**src/rtl/btle_trx_sequencer_if.sv**
```systemverilog
// Command, status and PHY control bundle between btle_ll / btle_phy and the TRX sequencer.
// master: link layer + PHY side; slave: the sequencer.
interface btle_trx_sequencer_if;
    logic       cmd_start;
    logic [1:0] cmd_mode;
    logic       cmd_abort;
    logic       cmd_ready;
    logic       busy;
    logic       tx_cfg_load;
    logic       tx_start;
    logic       tx_done;
    logic       rx_enable;
    logic       rx_hit_flag;
    logic       rx_decode_end;
    logic       rx_crc_ok;
    logic       done;
    logic [2:0] status;

    modport master (
        output cmd_start, cmd_mode, cmd_abort, tx_done, rx_hit_flag, rx_decode_end, rx_crc_ok,
        input  cmd_ready, busy, tx_cfg_load, tx_start, rx_enable, done, status
    );

    modport slave (
        input  cmd_start, cmd_mode, cmd_abort, tx_done, rx_hit_flag, rx_decode_end, rx_crc_ok,
        output cmd_ready, busy, tx_cfg_load, tx_start, rx_enable, done, status
    );
endinterface

```
**src/rtl/btle_trx_sequencer.sv**
```systemverilog
// Sequences one BTLE PHY transaction (TX, RX, TX->RX, RX->TX-on-CRC-ok) with T_IFS timing,
// RX listen window and TX / RX-decode watchdogs; reports one status code per transaction.
//
// state       | meaning
// ------------+--------------------------------------------------------------
// IDLE        | waiting for cmd_start, cmd_ready high
// TX_LOAD     | one-cycle tx_cfg_load strobe to the PHY
// TX_START    | one-cycle tx_start strobe to the PHY
// TX_WAIT     | waiting for tx_done, TX watchdog running
// IFS         | inter-frame space before the pending phase (RX or TX reply)
// RX_LISTEN   | rx_enable high, waiting for access-address hit within window
// RX_DECODE   | rx_enable high, waiting for rx_decode_end, decode watchdog running
// DONE        | one-cycle done pulse, status just updated
module btle_trx_sequencer #(
    parameter int CLK_FREQUENCE        = 16_000_000,
    parameter int T_IFS_US             = 150,
    parameter int RX_WINDOW_US         = 500,
    parameter int TX_TIMEOUT_US        = 2200,
    parameter int RX_DECODE_TIMEOUT_US = 2200
) (
    input  logic                  clk,
    input  logic                  rst,
    btle_trx_sequencer_if.slave   bus
);

    localparam int CYC_PER_US = CLK_FREQUENCE / 1_000_000;
    localparam int IFS_CYC    = T_IFS_US * CYC_PER_US;
    localparam int WIN_CYC    = RX_WINDOW_US * CYC_PER_US;
    localparam int TXTO_CYC   = TX_TIMEOUT_US * CYC_PER_US;
    localparam int DECTO_CYC  = RX_DECODE_TIMEOUT_US * CYC_PER_US;

    localparam int MAX_A   = (IFS_CYC > WIN_CYC) ? IFS_CYC : WIN_CYC;
    localparam int MAX_B   = (TXTO_CYC > DECTO_CYC) ? TXTO_CYC : DECTO_CYC;
    localparam int MAX_CYC = (MAX_A > MAX_B) ? MAX_A : MAX_B;
    localparam int CNT_W   = $clog2(MAX_CYC) + 1;

    localparam logic [CNT_W-1:0] IFS_LAST   = CNT_W'(IFS_CYC - 1);
    localparam logic [CNT_W-1:0] WIN_LAST   = CNT_W'(WIN_CYC - 1);
    localparam logic [CNT_W-1:0] TXTO_LAST  = CNT_W'(TXTO_CYC - 1);
    localparam logic [CNT_W-1:0] DECTO_LAST = CNT_W'(DECTO_CYC - 1);

    localparam logic [1:0] MODE_TX    = 2'b00;
    localparam logic [1:0] MODE_TX_RX = 2'b10;
    localparam logic [1:0] MODE_RX_TX = 2'b11;

    localparam logic [2:0] ST_OK         = 3'd0;
    localparam logic [2:0] ST_RX_TIMEOUT = 3'd1;
    localparam logic [2:0] ST_CRC_FAIL   = 3'd2;
    localparam logic [2:0] ST_TX_TIMEOUT = 3'd3;
    localparam logic [2:0] ST_ABORTED    = 3'd4;

    typedef enum logic [2:0] {
        IDLE,
        TX_LOAD,
        TX_START,
        TX_WAIT,
        IFS,
        RX_LISTEN,
        RX_DECODE,
        DONE
    } state_t;

    state_t           state;
    state_t           state_nxt;
    logic [1:0]       mode_q;
    logic [1:0]       mode_nxt;
    logic [2:0]       status_q;
    logic [2:0]       status_nxt;
    logic [CNT_W-1:0] cnt;

    logic cmd_ready_q;
    logic busy_q;
    logic tx_cfg_load_q;
    logic tx_start_q;
    logic rx_enable_q;
    logic done_q;

    always_comb begin
        state_nxt  = state;
        mode_nxt   = mode_q;
        status_nxt = status_q;
        case (state)
            IDLE: begin
                if (bus.cmd_start) begin
                    mode_nxt  = bus.cmd_mode;
                    state_nxt = bus.cmd_mode[0] ? RX_LISTEN : TX_LOAD;
                end
            end
            TX_LOAD:  state_nxt = TX_START;
            TX_START: state_nxt = TX_WAIT;
            TX_WAIT: begin
                if (bus.tx_done) begin
                    if (mode_q == MODE_TX_RX) begin
                        state_nxt = IFS;
                    end else begin
                        state_nxt  = DONE;
                        status_nxt = ST_OK;
                    end
                end else if (cnt == TXTO_LAST) begin
                    state_nxt  = DONE;
                    status_nxt = ST_TX_TIMEOUT;
                end
            end
            // Only modes 10 and 11 pass through IFS; the mode picks the pending phase.
            IFS: begin
                if (cnt == IFS_LAST) begin
                    state_nxt = (mode_q == MODE_TX_RX) ? RX_LISTEN : TX_LOAD;
                end
            end
            RX_LISTEN: begin
                if (bus.rx_hit_flag) begin
                    state_nxt = RX_DECODE;
                end else if (cnt == WIN_LAST) begin
                    state_nxt  = DONE;
                    status_nxt = ST_RX_TIMEOUT;
                end
            end
            RX_DECODE: begin
                if (bus.rx_decode_end) begin
                    if ((mode_q == MODE_RX_TX) && bus.rx_crc_ok) begin
                        state_nxt = IFS;
                    end else begin
                        state_nxt  = DONE;
                        status_nxt = bus.rx_crc_ok ? ST_OK : ST_CRC_FAIL;
                    end
                end else if (cnt == DECTO_LAST) begin
                    state_nxt  = DONE;
                    status_nxt = ST_RX_TIMEOUT;
                end
            end
            DONE:    state_nxt = IDLE;
            default: state_nxt = IDLE;
        endcase

        if (bus.cmd_abort && (state != IDLE) && (state != DONE)) begin
            state_nxt  = DONE;
            status_nxt = ST_ABORTED;
        end
    end

    always_ff @(posedge clk or negedge rst) begin
        if (!rst) begin
            state         <= IDLE;
            mode_q        <= MODE_TX;
            status_q      <= ST_OK;
            cnt           <= '0;
            cmd_ready_q   <= 1'b1;
            busy_q        <= 1'b0;
            tx_cfg_load_q <= 1'b0;
            tx_start_q    <= 1'b0;
            rx_enable_q   <= 1'b0;
            done_q        <= 1'b0;
        end else begin
            state    <= state_nxt;
            mode_q   <= mode_nxt;
            status_q <= status_nxt;
            // Counter measures time spent in the current state; idle time is not counted.
            if ((state_nxt != state) || (state == IDLE) || (state == DONE)) begin
                cnt <= '0;
            end else begin
                cnt <= cnt + 1'b1;
            end
            cmd_ready_q   <= (state_nxt == IDLE);
            busy_q        <= (state_nxt != IDLE);
            tx_cfg_load_q <= (state_nxt == TX_LOAD);
            tx_start_q    <= (state_nxt == TX_START);
            rx_enable_q   <= (state_nxt == RX_LISTEN) || (state_nxt == RX_DECODE);
            done_q        <= (state_nxt == DONE);
        end
    end

    assign bus.cmd_ready   = cmd_ready_q;
    assign bus.busy        = busy_q;
    assign bus.tx_cfg_load = tx_cfg_load_q;
    assign bus.tx_start    = tx_start_q;
    assign bus.rx_enable   = rx_enable_q;
    assign bus.done        = done_q;
    assign bus.status      = status_q;

endmodule

```
**src/flat_wrapper.sv**
```systemverilog
// flat-port wrapper written by rule: the top's interface ports become plain ports
module btle_trx_sequencer_flat 
#(
    parameter int CLK_FREQUENCE        = 16_000_000,
    parameter int T_IFS_US             = 150,
    parameter int RX_WINDOW_US         = 500,
    parameter int TX_TIMEOUT_US        = 2200,
    parameter int RX_DECODE_TIMEOUT_US = 2200
)
  (clk, rst, bus_cmd_start, bus_cmd_mode, bus_cmd_abort, bus_tx_done, bus_rx_hit_flag, bus_rx_decode_end, bus_rx_crc_ok, bus_cmd_ready, bus_busy, bus_tx_cfg_load, bus_tx_start, bus_rx_enable, bus_done, bus_status);
  btle_trx_sequencer_if bus_i ();
  input  logic clk;
  input  logic rst;
  input wire logic [$bits(bus_i.cmd_start)-1:0] bus_cmd_start;
  input wire logic [$bits(bus_i.cmd_mode)-1:0] bus_cmd_mode;
  input wire logic [$bits(bus_i.cmd_abort)-1:0] bus_cmd_abort;
  input wire logic [$bits(bus_i.tx_done)-1:0] bus_tx_done;
  input wire logic [$bits(bus_i.rx_hit_flag)-1:0] bus_rx_hit_flag;
  input wire logic [$bits(bus_i.rx_decode_end)-1:0] bus_rx_decode_end;
  input wire logic [$bits(bus_i.rx_crc_ok)-1:0] bus_rx_crc_ok;
  output wire logic [$bits(bus_i.cmd_ready)-1:0] bus_cmd_ready;
  output wire logic [$bits(bus_i.busy)-1:0] bus_busy;
  output wire logic [$bits(bus_i.tx_cfg_load)-1:0] bus_tx_cfg_load;
  output wire logic [$bits(bus_i.tx_start)-1:0] bus_tx_start;
  output wire logic [$bits(bus_i.rx_enable)-1:0] bus_rx_enable;
  output wire logic [$bits(bus_i.done)-1:0] bus_done;
  output wire logic [$bits(bus_i.status)-1:0] bus_status;
  assign bus_i.cmd_start = bus_cmd_start;
  assign bus_i.cmd_mode = bus_cmd_mode;
  assign bus_i.cmd_abort = bus_cmd_abort;
  assign bus_i.tx_done = bus_tx_done;
  assign bus_i.rx_hit_flag = bus_rx_hit_flag;
  assign bus_i.rx_decode_end = bus_rx_decode_end;
  assign bus_i.rx_crc_ok = bus_rx_crc_ok;
  assign bus_cmd_ready = bus_i.cmd_ready;
  assign bus_busy = bus_i.busy;
  assign bus_tx_cfg_load = bus_i.tx_cfg_load;
  assign bus_tx_start = bus_i.tx_start;
  assign bus_rx_enable = bus_i.rx_enable;
  assign bus_done = bus_i.done;
  assign bus_status = bus_i.status;
  btle_trx_sequencer #(.CLK_FREQUENCE(CLK_FREQUENCE), .T_IFS_US(T_IFS_US), .RX_WINDOW_US(RX_WINDOW_US), .TX_TIMEOUT_US(TX_TIMEOUT_US), .RX_DECODE_TIMEOUT_US(RX_DECODE_TIMEOUT_US)) u_core (.clk(clk), .rst(rst), .bus(bus_i));
endmodule
```
**config.mk**
```make
export PLATFORM = sky130hd
export DESIGN_NAME = btle_trx_sequencer_flat
export DESIGN_NICKNAME = d
export VERILOG_FILES = /design/src/rtl/btle_trx_sequencer_if.sv /design/src/rtl/btle_trx_sequencer.sv /design/src/flat_wrapper.sv
export SDC_FILE = /design/constraint.sdc
export NUM_CORES = 1
export LEC_CHECK = 0
export CAP_MARGIN = 20
export CORE_ASPECT_RATIO = 0.7
export CORE_MARGIN = 2
export CORE_UTILIZATION = 45
export DETAILED_ROUTE_END_ITERATION = 6
export PLACE_DENSITY = 0.8
export SKIP_LAST_GASP = 1
export SLEW_MARGIN = 20
export SYNTH_ARGS = -nofsm -noshare
export SYNTH_HDL_FRONTEND = slang
export SYNTH_SLANG_ARGS = --single-unit
```
**constraint.sdc**
```tcl
create_clock -name clk -period 2.1 [get_ports clk]
set_input_delay 0.525 -clock clk [delete_from_list [all_inputs] [get_ports clk]]
set_output_delay 0.525 -clock clk [all_outputs]
set_load 0.02 [all_outputs]
```
# Word-level counts from Yosys, hierarchy flattened
# Index checks and enable logic that the tools add are counted.
dict set report totals {
  regBits 31
  latchBits 0
  mem_bits_rw 0
  romBits 0
  in_bits 10
  output_inout_bits 9
  elab_cells 74
  memories 0
}
dict set report op_classes {
  addsub 1
  multipliers 0
  div 0
  n_lt_le_gt_ge 0
  n_eq_ne 25
  shift 0
  muxes 25
  bitwise_logic 0
  reduce_logical 13
}
# op count
set op_table {}
lappend op_table {{two-way mux 3 bit} 19}
lappend op_table {{one-hot mux 3 bit (8 select lines)} 1}
lappend op_table {{== test 3 bit (second input constant)} 7}
lappend op_table {{adder 17 x 1 -> 17 bit (second input constant)} 1}
lappend op_table {{== test 17 x 12 -> 1 bit (second input constant)} 1}
lappend op_table {{== test 17 x 13 -> 1 bit (second input constant)} 1}
lappend op_table {{== test 17 x 16 -> 1 bit (second input constant)} 1}
lappend op_table {{two-way mux 17 bit} 1}
lappend op_table {{== test 3 x 2 -> 1 bit (second input constant)} 3}
lappend op_table {{one-hot mux 3 bit (3 select lines)} 1}
lappend op_table {{inequality test 4 x 2 -> 1 bit (second input constant)} 2}
lappend op_table {{inequality test 4 bit (second input constant)} 2}
lappend op_table {{AND reduction 7 bit} 1}
lappend op_table {{== test 3 x 1 -> 1 bit (second input constant)} 2}
lappend op_table {{logical NOT 3 bit} 2}
lappend op_table {{two-way mux 2 bit} 3}
lappend op_table {{nonzero test 3 bit} 2}
lappend op_table {{== test 2 bit (second input constant)} 2}
lappend op_table {{nonzero test 4 bit} 1}
lappend op_table {{logical AND 1 bit} 3}
lappend op_table {{logical OR 1 bit} 3}
lappend op_table {{inequality test 3 x 1 -> 1 bit (second input constant)} 1}
lappend op_table {{inequality test 3 x 2 -> 1 bit (second input constant)} 1}
lappend op_table {{inequality test 3 bit} 1}
lappend op_table {{2 further kinds} 2}

# Longest topological paths before layout
# Gate-level depths: netlist of run 1.
dict set report depth {
  word_depth 10
  mapped_depth 9
}

# Worst setup path after synthesis of run 1
# Ideal clock, no wire load.
dict set report synth_path {
  path_kind {reg2reg}
  start {reg u_core.cnt[0]}
  end {reg u_core.cnt[14]}
  setup_time_ns 0.119
  arrival_ns 2.048
  required_ns 1.981
  setup_slack_ns -0.067
  path_stages_with_launch 9
  path_buffers 1
  synth_period_minus_slack_ns 2.167
  cell_sequence {dfrtp_1 > ha_1 > nand4_1 > nor4_2 > a41oi_1 > o211a_4 > o2111ai_4 > buf_8 > nor2_2}
}
dict set report synth_between {
  elab_chain_len 9
  elab_cells_between_ends 16
  cone_classes {add/sub: 1; eq/ne: 4; mux: 9; reduce/logical: 2}
}
# item line
set synth_lines {}
lappend synth_lines {{start, declared} btle_trx_sequencer.sv:69} ;# logic [CNT_W-1:0] cnt;
lappend synth_lines {{start signal, assigned} btle_trx_sequencer.sv:161} ;# cnt <= cnt + 1'b1;
lappend synth_lines {{== test 17 x 16 -> 1 bit or == test 17 x 13 -> 1 bit (tied branches)} {btle_trx_sequencer.sv:99, btle_trx_sequencer.sv:126, btle_trx_sequencer.sv:113}}
lappend synth_lines {{two-way mux 3 bit (on tied branches)} {btle_trx_sequencer.sv:99, btle_trx_sequencer.sv:126, btle_trx_sequencer.sv:113}}
lappend synth_lines {{two-way mux 3 bit (on tied branches)} {btle_trx_sequencer.sv:119, btle_trx_sequencer.sv:92, btle_trx_sequencer.sv:111}}
lappend synth_lines {{one-hot mux 3 bit (8 select lines)} btle_trx_sequencer.sv:82} ;# case (state)
lappend synth_lines {{two-way mux 3 bit} btle_trx_sequencer.sv:135} ;# if (bus.cmd_abort && (state != IDLE) && (state != DONE)) begin
lappend synth_lines {{inequality test 3 bit} btle_trx_sequencer.sv:158} ;# if ((state_nxt != state) || (state == IDLE) || (state == DONE)) begin
lappend synth_lines {{logical OR 1 bit (2 in a row)} btle_trx_sequencer.sv:158}
lappend synth_lines {{two-way mux 17 bit (*)} btle_trx_sequencer.sv:158}
# Every way passes the cells marked *; elsewhere a longest branch is shown, timed or not.
# A chain may end at the register's enable or synchronous reset.

# Worst setup path in the final report of run 1
dict set report layout_path {
  start {reg u_core.cnt[13]}
  end {reg u_core.rx_enable_q (netlist: u_core.bus.rx_enable)}
}
dict set report layout_between {
  elab_chain_len 7
  elab_cells_between_ends 14
  cone_classes {eq/ne: 5; mux: 8; reduce/logical: 1}
}
# item line
set layout_lines {}
lappend layout_lines {{== test 17 x 16 -> 1 bit or == test 17 x 13 -> 1 bit (tied branches)} {btle_trx_sequencer.sv:99, btle_trx_sequencer.sv:126, btle_trx_sequencer.sv:113}}
lappend layout_lines {{two-way mux 3 bit (on tied branches)} {btle_trx_sequencer.sv:99, btle_trx_sequencer.sv:126, btle_trx_sequencer.sv:113}}
lappend layout_lines {{two-way mux 3 bit (on tied branches)} {btle_trx_sequencer.sv:119, btle_trx_sequencer.sv:92, btle_trx_sequencer.sv:111}}
lappend layout_lines {{one-hot mux 3 bit (8 select lines) (*)} btle_trx_sequencer.sv:82}
lappend layout_lines {{two-way mux 3 bit (*)} btle_trx_sequencer.sv:135}
lappend layout_lines {{== test 3 bit} btle_trx_sequencer.sv:167} ;# rx_enable_q <= (state_nxt == RX_LISTEN) || (state_nxt == RX_DECODE);
lappend layout_lines {{logical OR 1 bit (*)} btle_trx_sequencer.sv:167}
lappend layout_lines {{end signal, assigned} btle_trx_sequencer.sv:167}
lappend layout_lines {{end, declared} btle_trx_sequencer.sv:75} ;# logic rx_enable_q;
# Marks and branches as above.

==> results.md, run 1 <==
* Vias in the first global route at around 1,700
* Distinct cell type count after synthesis at 60
* Final Util at 66.45%
* WS Path Type: flop to flop
* CTS Buf Count at 5
* Synth Area per Inst at between 9 and 10 sq um
* Max Cap Viol at 0
* Highest routing layer actually used: met4
* First-pass GRT wire length at 8.404 mm
* Synthesized flop and latch total at 31
* Nature of the critical path endpoint: flop
* Commonest cells post-synth: 30 x dfrtp_1, 26 x nor2_1, 10 x nor2_2, 10 x xnor2_1, 9 x nand2_1
* Pwr Total at 0.003269 W
* Initial antenna violation count at 0
* CP required at 2.31 ns
* Final instance area at 2654 sq um
* Number of I/O port buffers at 18
* Final net count at roughly 270
* Gr usage total at between 20% and 30%
* Area of the core at ~4000 sq um
* VDD IR-drop max at 1104 uV
* XOR/XNOR share of the synthesized area at 6.903%
* P&R area growth vs syn at 39.45%
* Synth Area in Simple Gates at 29.78%
* Yosys warnings at 0
* Async set-reset flop share out of synthesis at 100.0%
* GR Overflow Total at 0
* Largest net degree at the start of global routing at 32
* Slew @ Worst Pin at 0.4224 ns
* Compound-Gate Fraction of Synth Area at between 10 and 15%
* Register area share after synthesis at 40.83%
* Die area at 4774 sq um
* Comb pwr share at 60.1%
* Final hold vios at 0
* Top_reg_cell synth: dfrtp_1
* Post-Place Cells at 301
* DR vias/cell at 5.543
* Yosys top cell by area: dfrtp_1
* Root buf cell: clkbuf_8
* EDFF count, synth at 0
* CTS hold repair buffers at 0
* CTS tree: built
* Post-DR wirelength/cell at 16.42 microns
* Hold WS at 0.4894 ns
* CTS Sinks at 31
* CTS H-tree lvls at 2
* DR pass1 iterations at 4
* Routability cong. at 0.9108
* Ant diodes at 0
* Cell Pwr Density at 1232 nW/um^2
* Largest family of logic cells by synthesized area: simple AND/OR/NAND/NOR gates
* Switch Pwr at between 0.001 and 0.0015 W
* Crit path time final at 2.194 ns
* Int Pwr at 0.001919 W
* Post-synthesis mux area share at 2.235%
* Final worst-path cycle share at 104.5%
* Layout cells sized above 1 at 34.87%
* DR WL met2 at 2.389 mm
* Die width at 81.73 microns
* Routed WL at just over 5 mm
* Pleak at 1.058 nW
* Worst min-delay path category: flop to flop
* DR WL met3 at between 200 and 300 microns
* Worst slew margin at 71.72%
* Seq pwr share at 25.6%
* Max frequency at approximately 460 MHz
* RSZ-0062 raised after global routing: yes
* Syn_nets at 209
* Fin cells at 313
* Critical path peak fanout at 4
* Clock skew at approximately 0.0065 ns
* Max Buffers Root-to-Sink at 2
* Total number of vias at 1,735
* Slew Viols, Final at 0
* Post-synthesis adder-cell area fraction at 0.6575%
* Startpoint Class: flop
* Final setup vio count at 18
* Die Ht at 58.41 microns
* DP Area at ~2400 sq um
* Most frequent cell after synthesis: dfrtp_1
* DR iter-0 viols at 130
* Failing checks: setup timing
* DRC Markers at 0
* Top post-synthesis cells by area: dfrtp_1 39%, nor2_1 5.1%, xnor2_1 4.6%
* Top-area cell type share of the netlist area at 39.45%
* FP Rows at 19
* Mapped Cells at 198
* Starting Density at 47.65%
* Sw frac at 41.30%
* Ports at 19
* Mapped cell area at around 1900 sq um
* Clock share of power at between 10% and 20%
* Worst-Skew Late Latency at 0.29 ns
* Final ANT Viol Nets at 0
* Worst setup margin at -0.09419 ns
* Dpl hpwl at 3.588 mm
* Met1 Wirelength at 2.423 mm
* Arr. time, crit path at 2.41 ns
* Outcome: finished, violations left
* Clock Pin Slew Worst Setup and Hold Paths at about 0.070 ns
## repair_timing
item | 4_1_cts | 5_1_grt
pin swaps | 5 | 5
buffers inserted | 2 | 1
gates cloned | 1 | 0
resized for setup | 12 | 16
setup endpoints to repair | 19 | 24
## per-layer routing
layer  vias up  track usage, %
li1        822               -
met1       838           35.07
met2        69           35.89
met3         6           4.601
met4         0           7.143
met5         -               0
## cells by family after synthesis
logic type,count (synthesis)
AO/OA/AOI/OAI,34
XOR/XNOR,15
adder cells (fa/ha/maj),1
buffers and inverters,16
flip-flops,31
multiplexers,4
AND/OR/NAND/NOR,97
## power groups by stage
| stage | Combinational [W] | Clock (W) | Sequential [W] |
|---|---|---|---|
| floorplan | 0.000967 | 0 | 0.000892 |
| finish | 0.00196 | 0.000467 | 0.000838 |
| CTS | 0.00185 | 0.000476 | 0.000831 |
| detailed placement | 0.00166 | 0 | 0.000841 |
| global placement | 0.00163 | 0 | 0.000837 |
| global route | 0.00210 | 0.000503 | 0.000853 |
## area by class of cell
| cell class | instances | area (sq um) |
|---|---|---|
| clock inverter | 2 | 12.51 |
| sequential | 31 | 779.5 |
| fill | 309 | 1340 |
| timing repair buffer | 62 | 546.8 |
| clock buffer | 6 | 72.57 |
| inverter | 9 | 33.78 |
| multi-input combinational | 151 | 1144 |
| tap | 52 | 65.06 |
## worst max-delay path: stages (launching register included)
cell     delay (ns)
dfrtp_1        0.40
or4_4          0.55
nor4_4         0.20
nand3_2        0.12
o211a_4        0.27
buf_4          0.15
or3_1          0.30
a21oi_1        0.12
## path summary, 6_finish.rpt
check | start | to | slack, ns | cells past startpoint
hold / removal | u_core.bus.status[2] | u_core.bus.status[2] | 0.49 | 1
hold reg to reg | u_core.bus.status[2] | u_core.bus.status[2] | 0.49 | 1
max in group asynchronous | rst | u_core.bus.cmd_ready | 1.14 | 2
setup / recovery | u_core.cnt[13] | u_core.bus.rx_enable | -0.09 | 7
setup reg to reg | u_core.cnt[13] | u_core.bus.rx_enable | -0.09 | 7
min in group asynchronous | rst | u_core.mode_q[1] | 0.63 | 2
## flip-flops by register name, summed over array words and instances, names as in the netlist
| register | cells |
|---|---|
| u_core.mode_q | 2 |
| u_core.bus.tx_start | 1 |
| u_core.bus.busy | 1 |
| u_core.state | 3 |
| u_core.bus.rx_enable | 1 |
| u_core.bus.cmd_ready | 1 |
| u_core.bus.tx_cfg_load | 1 |
| u_core.cnt | 17 |
| u_core.bus.status | 3 |
| u_core.bus.done | 1 |
## cell usage in the layout, fill, tap and decap left out, types with 5 or more instances in the layout
| cell | instances |
|---|---|
| a21oi_1 | 6 |
| buf_4 | 41 |
| clkbuf_8 | 5 |
| clkdlybuf4s50_1 | 17 |
| dfrtp_1 | 28 |
| inv_1 | 8 |
| nand2_1 | 9 |
| nand2b_1 | 8 |
| nand3_1 | 6 |
| nor2_1 | 24 |
| nor2_2 | 5 |
| nor2_4 | 7 |
| o21ai_0 | 6 |
| xnor2_1 | 10 |
| xor2_1 | 5 |
## stage by stage
stage	worst slack [ns]	setup TNS [ns]
2_1_floorplan	0.007354	0
3_3_place_gp	-0.3224	-6.721
3_5_place_dp	-0.3755	-7.319
4_1_cts	-0.1203	-1.491
5_1_grt	-0.1998	-3.145
6_report	-0.09419	-0.9884
(Power assumes the default switching activity.)
==> run 2, diff against run 1 <==
--- a/config.mk
+++ b/config.mk
@@ -10,7 +10,7 @@
 export CORE_MARGIN = 2
 export CORE_UTILIZATION = 45
 export DETAILED_ROUTE_END_ITERATION = 6
-export PLACE_DENSITY = 0.8
+export PLACE_DENSITY = 0.7
 export SKIP_LAST_GASP = 1
 export SLEW_MARGIN = 20
 export SYNTH_ARGS = -nofsm -noshare
==> results.md, run 2 (synthesis results as in run 1) <==
* Gr usage total at 20.60% (was 23.87%)
* Crit path time final at 2.186 ns (was 2.194 ns)
* Starting Density at 47.65% (unchanged)
* Ports at 19 (unchanged)
* Largest register by flop count: u_core.cnt (unchanged)
* Met3 GRT Util at 5.675% (was 4.601%)
* GR Overflow Total at 0 (unchanged)
* Sink of the worst hold path: u_core.bus.status[2] (unchanged)
* Routability cong. at 0.8967 (was 0.9108)
* WS Path Type: flop to flop (unchanged)
* Layout cells sized above 1 at 34.23% (was 34.87%)
* Startpoint Class: flop (unchanged)
* CTS H-tree lvls at 2 (unchanged)
* Min-Delay Path Depth at 1 (unchanged)
* Routed WL at 4.423 mm (was 5.140 mm)
* Pwr Total at 0.003303 W (was 0.003269 W)
* Crit-path cells: or4_4 -> nor4_4 -> nand3_2 -> o211a_4 -> buf_4 -> or3_1 -> a21oi_2 (was or4_4 -> nor4_4 -> nand3_2 -> o211a_4 -> buf_4 -> or3_1 -> a21oi_1)
* VDD IR-drop max at 1353 uV (was 1104 uV)
* Fillers at 313 (was 309)
* Largest register FFs at 17 (unchanged)
* Worst min-delay path category: flop to flop (unchanged)
* RR Endpoint: u_core.bus.rx_enable (unchanged)
* Clock Pin Slew Worst Setup and Hold Paths at 0.07 ns (about the same)
* Dpl hpwl at 3.232 mm (was 3.588 mm)
* CP required at 2.32 ns (was 2.31 ns)
* Max frequency at 457.5 MHz (was 455.7 MHz)
* P&R area growth vs syn at 39.38% (was 39.45%)
* Area of the core at 3994 sq um (unchanged)
* Grt met1 use at 32.52% (was 35.07%)
* DR vias/cell at 5.410 (was 5.543)
* Delay of the slowest critical-path stage at 0.55 ns (about the same)
* DR pass1 iterations at 4 (unchanged)
* Critical path peak fanout at 4 (unchanged)
* Die area at 4774 sq um (unchanged)
* FF-to-FF path depth at 7 (unchanged)
* Die Ht at 58.41 microns (unchanged)
* Initial antenna violation count at 0 (unchanged)
* Final setup vio count at 1 (was 18)
* Slew Viols, Final at 0 (unchanged)
* CTS tree: built (unchanged)
* Final ANT Viol Nets at 0 (unchanged)
* Total number of vias at 1,688 (was 1,735)
* Post-DR wirelength/cell at 14.18 microns (was 16.42 microns)
* Max Buffers Root-to-Sink at 2 (unchanged)
* Root buf cell: clkbuf_8 (unchanged)
* Slew @ Worst Pin at 0.4024 ns (was 0.4224 ns)
* Final TNS setup at -0.08584 ns (was -0.9884 ns)
* Worst-Skew Late Latency at 0.29 ns (about the same)
* Met2 Use GR at 26.48% (was 35.89%)
* Pleak at 1.067 nW (was 1.058 nW)
* Worst slew margin at 73.06% (was 71.72%)
* Failing checks: setup timing (unchanged)
* Outcome: finished, violations left (unchanged)
* Commonest non-fill, non-tap cells in the layout: 40 x buf_4, 30 x dfrtp_1, 22 x nor2_1 (was 41 x buf_4, 28 x dfrtp_1, 24 x nor2_1)
* Final hold vios at 0 (unchanged)
* Clock skew at 0.007777 ns (was 0.006508 ns)
* GRT Max-Usage Layer: met1 (was met2)
* Die width at 81.73 microns (unchanged)
* DR iter-0 viols at 143 (was 130)
* Cell Pwr Density at 1245 nW/um^2 (was 1232 nW/um^2)
* DRC Markers at 0 (unchanged)
* Final net count at 270 (was 271)
* Final worst-path cycle share at 104.1% (was 104.5%)
* Largest net degree at the start of global routing at 32 (unchanged)
* FP Rows at 19 (unchanged)
* CTS Buf Count at 5 (unchanged)
* First-pass GRT wire length at 7.314 mm (was 8.404 mm)
* R2r setup slk at -0.09 ns (about the same)
* Most common cell after layout, fill and taps aside: buf_4 (unchanged)
* Nature of the critical path endpoint: flop (unchanged)
* Arr. time, crit path at 2.41 ns (about the same)
* CTS Sinks at 31 (unchanged)
* R2r startpoint: u_core.cnt[13] (unchanged)
* Worst setup margin at -0.08584 ns (was -0.09419 ns)
* RSZ-0062 raised after global routing: yes (unchanged)
* Vias in the first global route at 1,509 (was 1,685)
* Max Cap Viol at 0 (unchanged)
* HP Start: u_core.bus.status[2] (unchanged)
* Number of I/O port buffers at 18 (unchanged)
* Ant diodes at 0 (unchanged)
* Slowest-stage cell, CP: or4_4 (unchanged)
## run 2: changes by cell type in the layout (fill, tap and decap cells not counted), moves of 2 or more
cell     delta
nor2_2      +2
nor2_1      -2
buf_12      +2
dfrtp_2     -2
dfrtp_1     +2
## run 2: layer usage
metal / part of all wire [%] / vias to the layer above
met4: 1.6 / 0
met1: 53 / 795
li1: - / 828
met3: 6.4 / 10
met2: 39 / 55
met5: 0 / -
## run 2: area by class of cell
class	count	area, sq um	area share [%]
multi-input cells	151	1121	42.26
flip-flops and latches	31	777.0	29.29
repair buffers	61	543.0	20.47
clock buffers	5	68.82	2.594
well taps	52	65.06	2.453
clock inverters	3	43.79	1.651
inverters	9	33.78	1.274
## run 2: what timing repair did
action                     in CTS  in global routing
hold buffers                    0                  0
buffers inserted                2                  1
setup endpoints to repair      19                 25
pin swaps                       3                 10
resized for setup               5                 16
## run 2: power breakdown
group	internal (W)	switching (W)	total [W]
clock network	0.000353	0.000236	0.000588
logic	0.000930	0.000974	0.00190
registers	0.000735	0.0000766	0.000811
## run 2: how the worst max path moves through the flow
| stage | startpoint | to | slack [ns] | cells after the start |
|---|---|---|---|---|
| global route | u_core.cnt[16] | u_core.bus.rx_enable | -0.18 | 7 |
| floorplan | u_core.cnt[0] | u_core.cnt[14] | 0.007 | 8 |
| global placement | bus_rx_crc_ok | u_core.bus.rx_enable | -0.35 | 8 |
| detailed placement | bus_rx_crc_ok | u_core.cnt[4] | -0.34 | 8 |
| CTS | u_core.cnt[16] | u_core.bus.rx_enable | -0.11 | 7 |
| finish | u_core.cnt[13] | u_core.bus.rx_enable | -0.09 | 7 |
## run 2: per-stage QoR
step | utilization (%) | std cells | hold WS, ns | setup slack, ns | area [sq um]
after floorplan | - | 198 | 0.2294 | 0.007354 | 1903
after global placement | 60.75 | 301 | 0.4603 | -0.3515 | 2426
after detailed placement | 60.75 | 301 | 0.4682 | -0.3388 | 2426
after CTS | 64.63 | 311 | 0.4843 | -0.1149 | 2581
after global routing | 66.42 | 312 | 0.4885 | -0.1811 | 2653
final | 66.42 | 312 | 0.4837 | -0.08584 | 2653
## run 2: worst max-delay path: cells and delay by family (launching register included)
family | cells | cell delay, ns
compound gates | 2 | 0.41
buf+inv | 1 | 0.15
flops | 1 | 0.40
simple gates | 4 | 1.16
